==> src/rtl/shift_reg_bank_pkg.sv <==
// Shared mode encodings and the fill-counter width helper for shift_reg_bank.
package shift_reg_bank_pkg;

   typedef enum logic [1:0] {
      MODE_HOLD = 2'b00,
      MODE_SHL  = 2'b01,
      MODE_SHR  = 2'b10,
      MODE_LOAD = 2'b11
   } mode_t;

   function automatic int fill_width(input int depth);
      return $clog2(depth + 1);
   endfunction

endpackage

==> src/rtl/shift_reg_stage.sv <==
// One WIDTH-bit bank stage: hold/left/right/load mux into a falling-edge flop.
module shift_reg_stage
   import shift_reg_bank_pkg::*;
#(
   parameter int WIDTH = 8
) (
   input  logic             clk,
   input  logic             reset,
   input  mode_t            sel,
   input  logic [WIDTH-1:0] left,
   input  logic [WIDTH-1:0] right,
   input  logic [WIDTH-1:0] load,
   output logic [WIDTH-1:0] q
);

   logic [WIDTH-1:0] nxt;

   always_comb begin
      nxt = q;
      case (sel)
         MODE_HOLD: nxt = q;
         MODE_SHL:  nxt = left;
         MODE_SHR:  nxt = right;
         MODE_LOAD: nxt = load;
         default:   nxt = q;
      endcase
   end

   always_ff @(negedge clk or posedge reset) begin
      if (reset) q <= '0;
      else       q <= nxt;
   end

endmodule

==> src/rtl/shift_reg_bank.sv <==
// Bank of DEPTH shift stages with a saturating fill counter, clocked on the falling edge.
// Define SHIFT_REG_BANK_ROTATE_EN to add the rot input for rotating shifts.
module shift_reg_bank
   import shift_reg_bank_pkg::*;
#(
   parameter int WIDTH = 8,
   parameter int DEPTH = 4
) (
   input  logic                          clk,
   input  logic                          reset,
   input  logic [1:0]                    mode,
`ifdef SHIFT_REG_BANK_ROTATE_EN
   input  logic                          rot,
`endif
   input  logic [WIDTH-1:0]              d,
   input  logic [WIDTH*DEPTH-1:0]        pdata,
   output logic [WIDTH*DEPTH-1:0]        q_all,
   output logic [WIDTH-1:0]              q_head,
   output logic [WIDTH-1:0]              q_tail,
   output logic [fill_width(DEPTH)-1:0]  fill,
   output logic                          full
);

   localparam int FW = fill_width(DEPTH);
   localparam logic [FW-1:0] FULL_CNT = FW'(DEPTH);

   mode_t                        op;
   logic                         rot_en;
   logic [DEPTH-1:0][WIDTH-1:0]  stg;
   logic [FW-1:0]                fill_nxt;

   assign op = mode_t'(mode);

`ifdef SHIFT_REG_BANK_ROTATE_EN
   assign rot_en = rot;
`else
   assign rot_en = 1'b0;
`endif

   // End stages take d on a plain shift, or wrap the opposite end when rotating.
   for (genvar i = 0; i < DEPTH; i++) begin : g_stage
      logic [WIDTH-1:0] left;
      logic [WIDTH-1:0] right;

      if (i == 0) begin : g_left_end
         assign left = rot_en ? stg[DEPTH-1] : d;
      end else begin : g_left_mid
         assign left = stg[i-1];
      end

      if (i == DEPTH-1) begin : g_right_end
         assign right = rot_en ? stg[0] : d;
      end else begin : g_right_mid
         assign right = stg[i+1];
      end

      shift_reg_stage #(.WIDTH(WIDTH)) u_stage (
         .clk   (clk),
         .reset (reset),
         .sel   (op),
         .left  (left),
         .right (right),
         .load  (pdata[i*WIDTH +: WIDTH]),
         .q     (stg[i])
      );
   end

   assign q_all  = stg;
   assign q_head = stg[0];
   assign q_tail = stg[DEPTH-1];

   always_comb begin
      fill_nxt = fill;
      case (op)
         MODE_LOAD: fill_nxt = FULL_CNT;
         MODE_SHL,
         MODE_SHR: begin
            if (!rot_en && fill != FULL_CNT) fill_nxt = fill + 1'b1;
         end
         default:   fill_nxt = fill;
      endcase
   end

   always_ff @(negedge clk or posedge reset) begin
      if (reset) fill <= '0;
      else       fill <= fill_nxt;
   end

   assign full = (fill == FULL_CNT);

endmodule

==> config.mk <==
export PLATFORM = sky130hd
export DESIGN_NAME = shift_reg_bank
export DESIGN_NICKNAME = d
export VERILOG_FILES = /design/src/rtl/shift_reg_bank_pkg.sv /design/src/rtl/shift_reg_stage.sv /design/src/rtl/shift_reg_bank.sv
export SDC_FILE = /design/constraint.sdc
export NUM_CORES = 1
export LEC_CHECK = 0
export BUFFER_PORTS_ARGS = -buffer_cell sky130_fd_sc_hd__buf_2
export CAP_MARGIN = 20
export CELL_PAD_IN_SITES_DETAIL_PLACEMENT = 1
export CELL_PAD_IN_SITES_GLOBAL_PLACEMENT = 2
export CORE_MARGIN = 2
export CORE_UTILIZATION = 27
export DETAILED_ROUTE_END_ITERATION = 12
export GPL_TIMING_DRIVEN = 0
export PLACE_DENSITY_LB_ADDON = 0.12
export SLEW_MARGIN = 20
export SYNTH_ARGS = -nofsm -noshare
export SYNTH_HDL_FRONTEND = slang
export SYNTH_SLANG_ARGS = --single-unit
==> constraint.sdc <==
create_clock -name clk -period 1.3 [get_ports clk]
set_clock_uncertainty 0.1 [all_clocks]
set_input_delay 0.13 -clock clk [delete_from_list [all_inputs] [get_ports clk]]
set_output_delay 0.13 -clock clk [all_outputs]
set_load 0.03 [all_outputs]
==> out/metrics.yaml, run 1 <==
route:
  drt_wl_total_mm: 10.1
  vias: 2492
  vias_per_cell: 4.95
  drt_iter0_markers: 112
  drt-pass1-iter-count: 4
  avgRoutedWirePerCell_um: 20.2
  ant_nets: 0
  drc_errors: 0
synthesis:
  yosysUniqueCellTypes: 25
  synth_edf_count: 0
  synth_fa_ha_area_share_pct: 3.50
  synth_cells: 226
  synth_xor_area_share_pct: 0
  ys_ff_latch: 35
  synth_flop_cell: "dfrtn_1"
  synth_mux_area_share_pct: 0
  synthArstFlopShare_pct: 100
  ys_seq_area_share_pct: 40.9
  yosys.area_share.simple_pct: 18.3
  synth_nets: 276
  synth_top_family_by_area: "compound AO/OA/AOI/OAI gates"
  synth_compound_area_share_pct: 23.7
  synth_warnings: 0
  synth_area_per_cell_um2: 9.48
  netlist_area_mm2: 0.00214
cts:
  cts_hold_buffers: 0
  cts_buffers: 5
  clock-sinks: 35
  htree_num_levels: 2
  cts_tree: "done"
  insertion_delay_ns: 0.30
  cts-root-buf: "clkbuf_8"
  ctsLongestPathBuffers: 2
  clk_pin_slew_worst_paths_ns: 0.06
grt:
  grt_pass1_vias: 2704
  grt_max_degree: 36
  grt_pass1_wl_mm: 14.6
  grt_usage_pct: 22.2
  antenna_found_initial: 0
  grt_overflow: 0
setup_path:
  crit_path_start_kind: "flop"
  critPathArrivalTime_ns: 1.86
  crit_start: "fill[1]$_DFFE_NP0P_"
  slowest_delay_ns: 0.46
  r2r-start: "fill[1]$_DFFE_NP0P_"
  cp_num_cells: 5
  reg2reg_to: "fill[1]$_DFFE_NP0P_"
  required_ns: 1.07
  crit_end: "full"
  r2r.worst_path.cells: 5
  setup.worst_path.end_class: "output port"
  slowest_stage: "dfrtn_1"
  cp_top_family: "flip-flops"
  crit_buf_inv: 3
  r2r_slack_ns: -0.08
  path_class: "flop to output port"
  crit_fanout: 2
  path_cells: "inv_2 -> ha_4 -> nand2_4 -> inv_4 -> buf_6"
pwr:
  p_int_w: 0.00350
  power_frac_comb_pct: 57.5
  p_per_area_mw_per_mm2: 1260
  vdd_ir_drop_max_mv: 1.05
  power.total_w: 0.00581
  p_leak_nw: 2.05
  seqPwrFrac_pct: 26.4
  switching_share_pct: 39.7
  power_switching_w: 0.00231
  pwr-share-clk_pct: 16.1
final_layout:
  final-seq-area_um2: 876
  syn2layout_area_growth_pct: 116
  layout_common_cells: "76 x buf_6, 52 x buf_4, 42 x buf_2"
  fin_nets: 450
  layout-drive-gt1-share_pct: 70.1
  fill_cells: 816
  final_cells: 503
  multi_input_area_mm2: 0.00142
  n_antenna_cell: 0
  final_common_cell: "buf_6"
floorplan:
  pin_count: 96
  die_width_um: 93.1
  coreArea_mm2: 0.00769
  dieArea_mm2: 0.00866
  die_y_um: 93.1
  initial_core_util_pct: 27.9
  rows: 32
placement:
  dpl.cell_count: 423
  gp_congestion: 0.780
  hpwl_mm: 5.40
  portBuffers: 95
timing:
  slew_violations: 0
  rsz0062_at_grt: "true"
  hold_viol: 0
  maxSlewHeadroom_pct: 43.4
  worst_slack_ns: -0.791
  setup_viol: 87
  worst_pin_slew_ns: 0.847
run:
  cap_violations: 0
worst_hold_path:
  hp-class: "primary input to async pin"
run_status:
  violations: "negative setup slack"
  status: "finished with violations"
==> cells in the mapped netlist, types with 2 or more instances <==
master | number | area [µm²]
a21oi_1 | 28 | 140
a221oi_1 | 28 | 245
a22oi_1 | 3 | 22.5
buf_2 | 2 | 10.0
buf_4 | 16 | 120
buf_6 | 8 | 90.1
buf_8 | 2 | 30.0
clkbuf_1 | 5 | 18.8
dfrtn_1 | 35 | 876
ha_1 | 6 | 75.1
inv_1 | 6 | 22.5
nand2_1 | 34 | 128
nand2b_1 | 4 | 25.0
nand3_1 | 2 | 10.0
nor2b_1 | 29 | 181
nor3_1 | 4 | 20.0
o21ai_0 | 3 | 15.0
o31ai_2 | 4 | 50.1
==> sequential cells by signal, indices dropped and copies added (netlist names) <==
name	cells
g_stage.u_stage.q	32
fill	3
==> per-layer routing <==
metal	part of all wire (%)	track usage, %
met5	0	0
met4	2.3	7.23
met3	4.6	4.75
met2	52	38.4
met1	41	27.5
==> logic make-up after synthesis <==
group,count (synthesis)
simple gates,76
buf+inv,39
compound gates,70
flops,35
fa+ha+maj,6
==> worst register-to-register path, stage by stage (launching register included) <==
cell,delay (ns)
dfrtn_1,0.46
inv_2,0.07
ha_4,0.17
buf_4,0.13
a31oi_1,0.17
o21ai_1,0.12
==> worst min-delay path by stage <==
stage	start	endpoint	slack, ns	depth (start not counted)
floorplan	reset	fill[0]$_DFFE_NP0P_	0.52	1
global placement	fill[0]$_DFFE_NP0P_	fill[0]$_DFFE_NP0P_	0.42	3
detailed placement	g_stage[1].u_stage.q[7]$_DFFE_NP0P_	g_stage[1].u_stage.q[7]$_DFFE_NP0P_	0.42	2
CTS	fill[0]$_DFFE_NP0P_	fill[0]$_DFFE_NP0P_	0.42	3
global route	fill[0]$_DFFE_NP0P_	fill[0]$_DFFE_NP0P_	0.46	3
finish	reset	g_stage[0].u_stage.q[5]$_DFFE_NP0P_	0.42	2
==> stage by stage <==
stage	setup TNS (ns)	util (%)	hold WS, ns	setup WS (ns)	cell area [µm²]
3_3_place_gp	-52.08	41.1	0.416	-0.968	3160
3_5_place_dp	-52.97	41.1	0.423	-0.991	3160
2_1_floorplan	-30.60	-	0.517	-0.564	2560
6_report	-42.40	60.1	0.415	-0.791	4620
5_1_grt	-45.24	60.1	0.463	-0.812	4620
4_1_cts	-41.23	55.7	0.424	-0.755	4280
==> power groups by stage <==
stage	combinational [W]	sequential (W)	clock [W]
after floorplan	0.00106	0.00197	0
final	0.00334	0.00153	0.000936
after detailed placement	0.00201	0.00163	0
after CTS	0.00302	0.00153	0.000926
after global routing	0.00351	0.00156	0.00100
after global placement	0.00198	0.00163	0
==> cell type report <==
type,count,share of cell area (%)
plain buffers,29,8.88
flip-flops and latches,35,18.9
inverters,6,0.893
well taps,102,2.76
clock buffers,8,2.17
repair buffers,171,35.7
multi-input cells,152,30.7
==> repair_timing <==
| action | 4_1_cts | 5_1_grt |
|---|---|---|
| endpoints found under the setup margin | 87 | 87 |
| pin swaps | 29 | 24 |
| setup buffers | 54 | 16 |
| resized for setup | 142 | 35 |
| gates cloned | 6 | 4 |
(Power assumes the default switching activity.)
==> inputs of run 2 (changes only) <==
Settings changed: CORE_UTILIZATION 27 to 30, SYNTH_HIERARCHICAL set to 1.
==> run 2 against run 1 <==
Compared with the run above: sequential cell count is the same; worst hold slack worse by 0.24 ns; critical path depth fell by 1; utilization shrank 3.0 points; the run still ends with negative setup slack left; wire length shrank 29%; first-iteration DRC count down 51%; critical endpoint unchanged; clock-buffer cell count down 2; final cell count decreased by 29%; highest routed layer unchanged; sequential power increased by 3%.
==> out/metrics.yaml, run 2 <==
grt:
  grt_pass1_vias: 1959
  grt_max_degree: 12
  grt_pass1_wl_mm: 10.9
  grt_usage_pct: 20.7
  grt_overflow: 0
  antenna_found_initial: 0
placement:
  gp_congestion: 0.836
  post-place-ws_ns: -0.742
  dpl.cell_count: 285
  hpwl_mm: 4.54
  placed_area_mm2: 0.00267
  portBuffers: 95
timing:
  rsz0062_at_grt: "true"
  slew_violations: 0
  worst_pin_slew_ns: 0.447
  hold_viol: 0
  tns_ns: -33.41
  maxSlewHeadroom_pct: 70.1
  worst_slack_ns: -0.793
  setup_viol: 87
synthesis:
  synth_warnings: 6
  yosysUniqueCellTypes: 16
  synth_nets: 160
  synth_fa_ha_area_share_pct: 1.92
  synth_xor_area_share_pct: 0
  yosysMostFrequentCell: "dfrtn_1"
  netlist_area_mm2: 0.00195
  synth_edf_count: 0
  synth_compound_area_share_pct: 2.18
  yosys.area_share.simple_pct: 2.05
  netlist_top_cells_area: "dfrtn_1 45%, mux4_2 37%, buf_4 6.1%"
  synth_cells: 113
  synth_flop_cell: "dfrtn_1"
  synth_top_family_by_area: "multiplexers"
  synth_mux_area_share_pct: 36.9
  synthArstFlopShare_pct: 100
  yosysTopAreaCell: "dfrtn_1"
  synth_area_per_cell_um2: 17.3
  netlist.area_leader.share_pct: 44.8
  synth_commonest_cells: "35 x dfrtn_1, 32 x mux4_2, 16 x buf_4"
  ys_seq_area_share_pct: 44.8
  ys_ff_latch: 35
setup_path:
  cp_top_family: "flip-flops"
  crit_path_start_kind: "flop"
  path_cells: "inv_1 -> ha_4 -> and2_4 -> buf_6"
  slowest_stage: "dfrtn_1"
  r2r-start: "fill[1]$_DFFE_NP0P_"
  r2r.worst_path.cells: 5
  path_class: "flop to output port"
  reg2reg_to: "fill[1]$_DFFE_NP0P_"
  crit_buf_inv: 2
  crit_fanout: 2
  required_ns: 1.07
  critPathArrivalTime_ns: 1.86
  r2r_slack_ns: -0.18
  setup.worst_path.end_class: "output port"
  slowest_delay_ns: 0.41
  crit_start: "fill[1]$_DFFE_NP0P_"
run_status:
  status: "finished with violations"
  violations: "negative setup slack"
final_layout:
  final-seq-area_um2: 876
  finalInstanceArea_mm2: 0.00361
  fill_cells: 632
  multi_input_area_um2: 883
  regMostFlops: "g_stage.u_stage/q"
  layout_common_cells: "69 x buf_6, 61 x buf_4, 41 x buf_2"
  largest_reg_flops: 32
  layout-drive-gt1-share_pct: 81.7
  final_common_cell: "buf_6"
  fin_nets: 324
  n_antenna_cell: 0
  syn2layout_area_growth_pct: 84.7
  finish.utilization_pct: 57.1
  reg.largest.list: "g_stage.u_stage/q: 32 flops, fill: 3 flops"
  final_cells: 355
route:
  drt_wl_total_mm: 7.19
  route.met2.wl_mm: 3.94
  avgRoutedWirePerCell_um: 20.2
  wl_met3_um: 310
  ant_nets: 0
  drt-pass1-iter-count: 4
  drt_iter0_markers: 55
  vias_per_cell: 4.77
  top_layer_used: "met4"
  vias: 1695
  wl_met1_mm: 2.91
  drc_errors: 0
floorplan:
  coreArea_mm2: 0.00631
  initial_core_util_pct: 30.9
  die_width_um: 84.7
  dieArea_mm2: 0.00717
  die_y_um: 84.7
  rows: 29
  pin_count: 96
pwr:
  vdd_ir_drop_max_mv: 0.970
  p_leak_nw: 1.72
  p_per_area_mw_per_mm2: 1510
cts:
  cts_buffers: 5
  cts_tree: "done"
  insertion_delay_ns: 0.29
  htree_num_levels: 2
  clk_pin_slew_worst_paths_ns: 0.05
  clock-sinks: 35
  ctsLongestPathBuffers: 2
  cts-root-buf: "clkbuf_8"
run:
  cap_violations: 0
worst_hold_path:
  hp-class: "primary input to async pin"
run 2: cell types whose count changed in the layout (fill, tap and decap cells not counted), sizes merged, moves of 2 or more:
| cell | change |
|---|---|
| nand2b | -5 |
| nor2b | -29 |
| nor3 | -4 |
| a21oi | -28 |
| o31ai | -5 |
| inv | +2 |
| mux4 | +32 |
| ha | -3 |
| buf | -11 |
| nand3 | -2 |
| clkbuf | -10 |
| a221oi | -28 |
| nand2 | -34 |
| a22oi | -4 |
run 2: cell type report:
type	instances	share of cell area (%)
Buffer	24	9.43
Clock buffer	6	2.01
Clock inverter	2	0.347
Inverter	7	0.728
Multi-Input combinational cell	47	24.5
Sequential cell	35	24.3
Tap cell	77	2.67
Timing Repair Buffer	157	36.0
run 2: power breakdown:
| part | internal [W] | switching, W | leakage [nW] |
|---|---|---|---|
| Clock | 0.000374 | 0.000400 | 0.0412 |
| Combinational | 0.00170 | 0.00141 | 1.27 |
| Sequential | 0.00135 | 0.000238 | 0.410 |
run 2: per-layer routing:
layer	track usage (%)	vias up
met3	5.90	2
met4	4.18	0
li1	-	752
met5	0	-
met1	26.2	884
met2	35.8	57
run 2: cell families after synthesis:
logic type,after synthesis
flops,35
mux,32
buf+inv,31
compound gates,6
simple gates,6
fa+ha+maj,3
run 2: repair_timing:
action | CTS | global route
setup buffers | 48 | 17
hold buffers | 0 | 0
pin swaps | 3 | 3
endpoints found under the setup margin | 87 | 87
resized for setup | 120 | 1
run 2: how the worst max path moves through the flow:
stage | cells past startpoint | endpoint | slack (ns)
4_1_cts | 4 | full | -0.80
3_3_place_gp | 4 | fill[1]$_DFFE_NP0P_ | -0.71
6_report | 4 | full | -0.79
5_1_grt | 4 | full | -0.83
3_5_place_dp | 4 | fill[1]$_DFFE_NP0P_ | -0.74
2_1_floorplan | 3 | full | -0.65
run 2: stage by stage:
step | hold slack [ns] | total power, W
finish | 0.179 | 0.00546
CTS | 0.177 | 0.00537
global placement | 0.398 | 0.00358
detailed placement | 0.419 | 0.00364
global route | 0.179 | 0.00573
floorplan | 0.325 | 0.00302
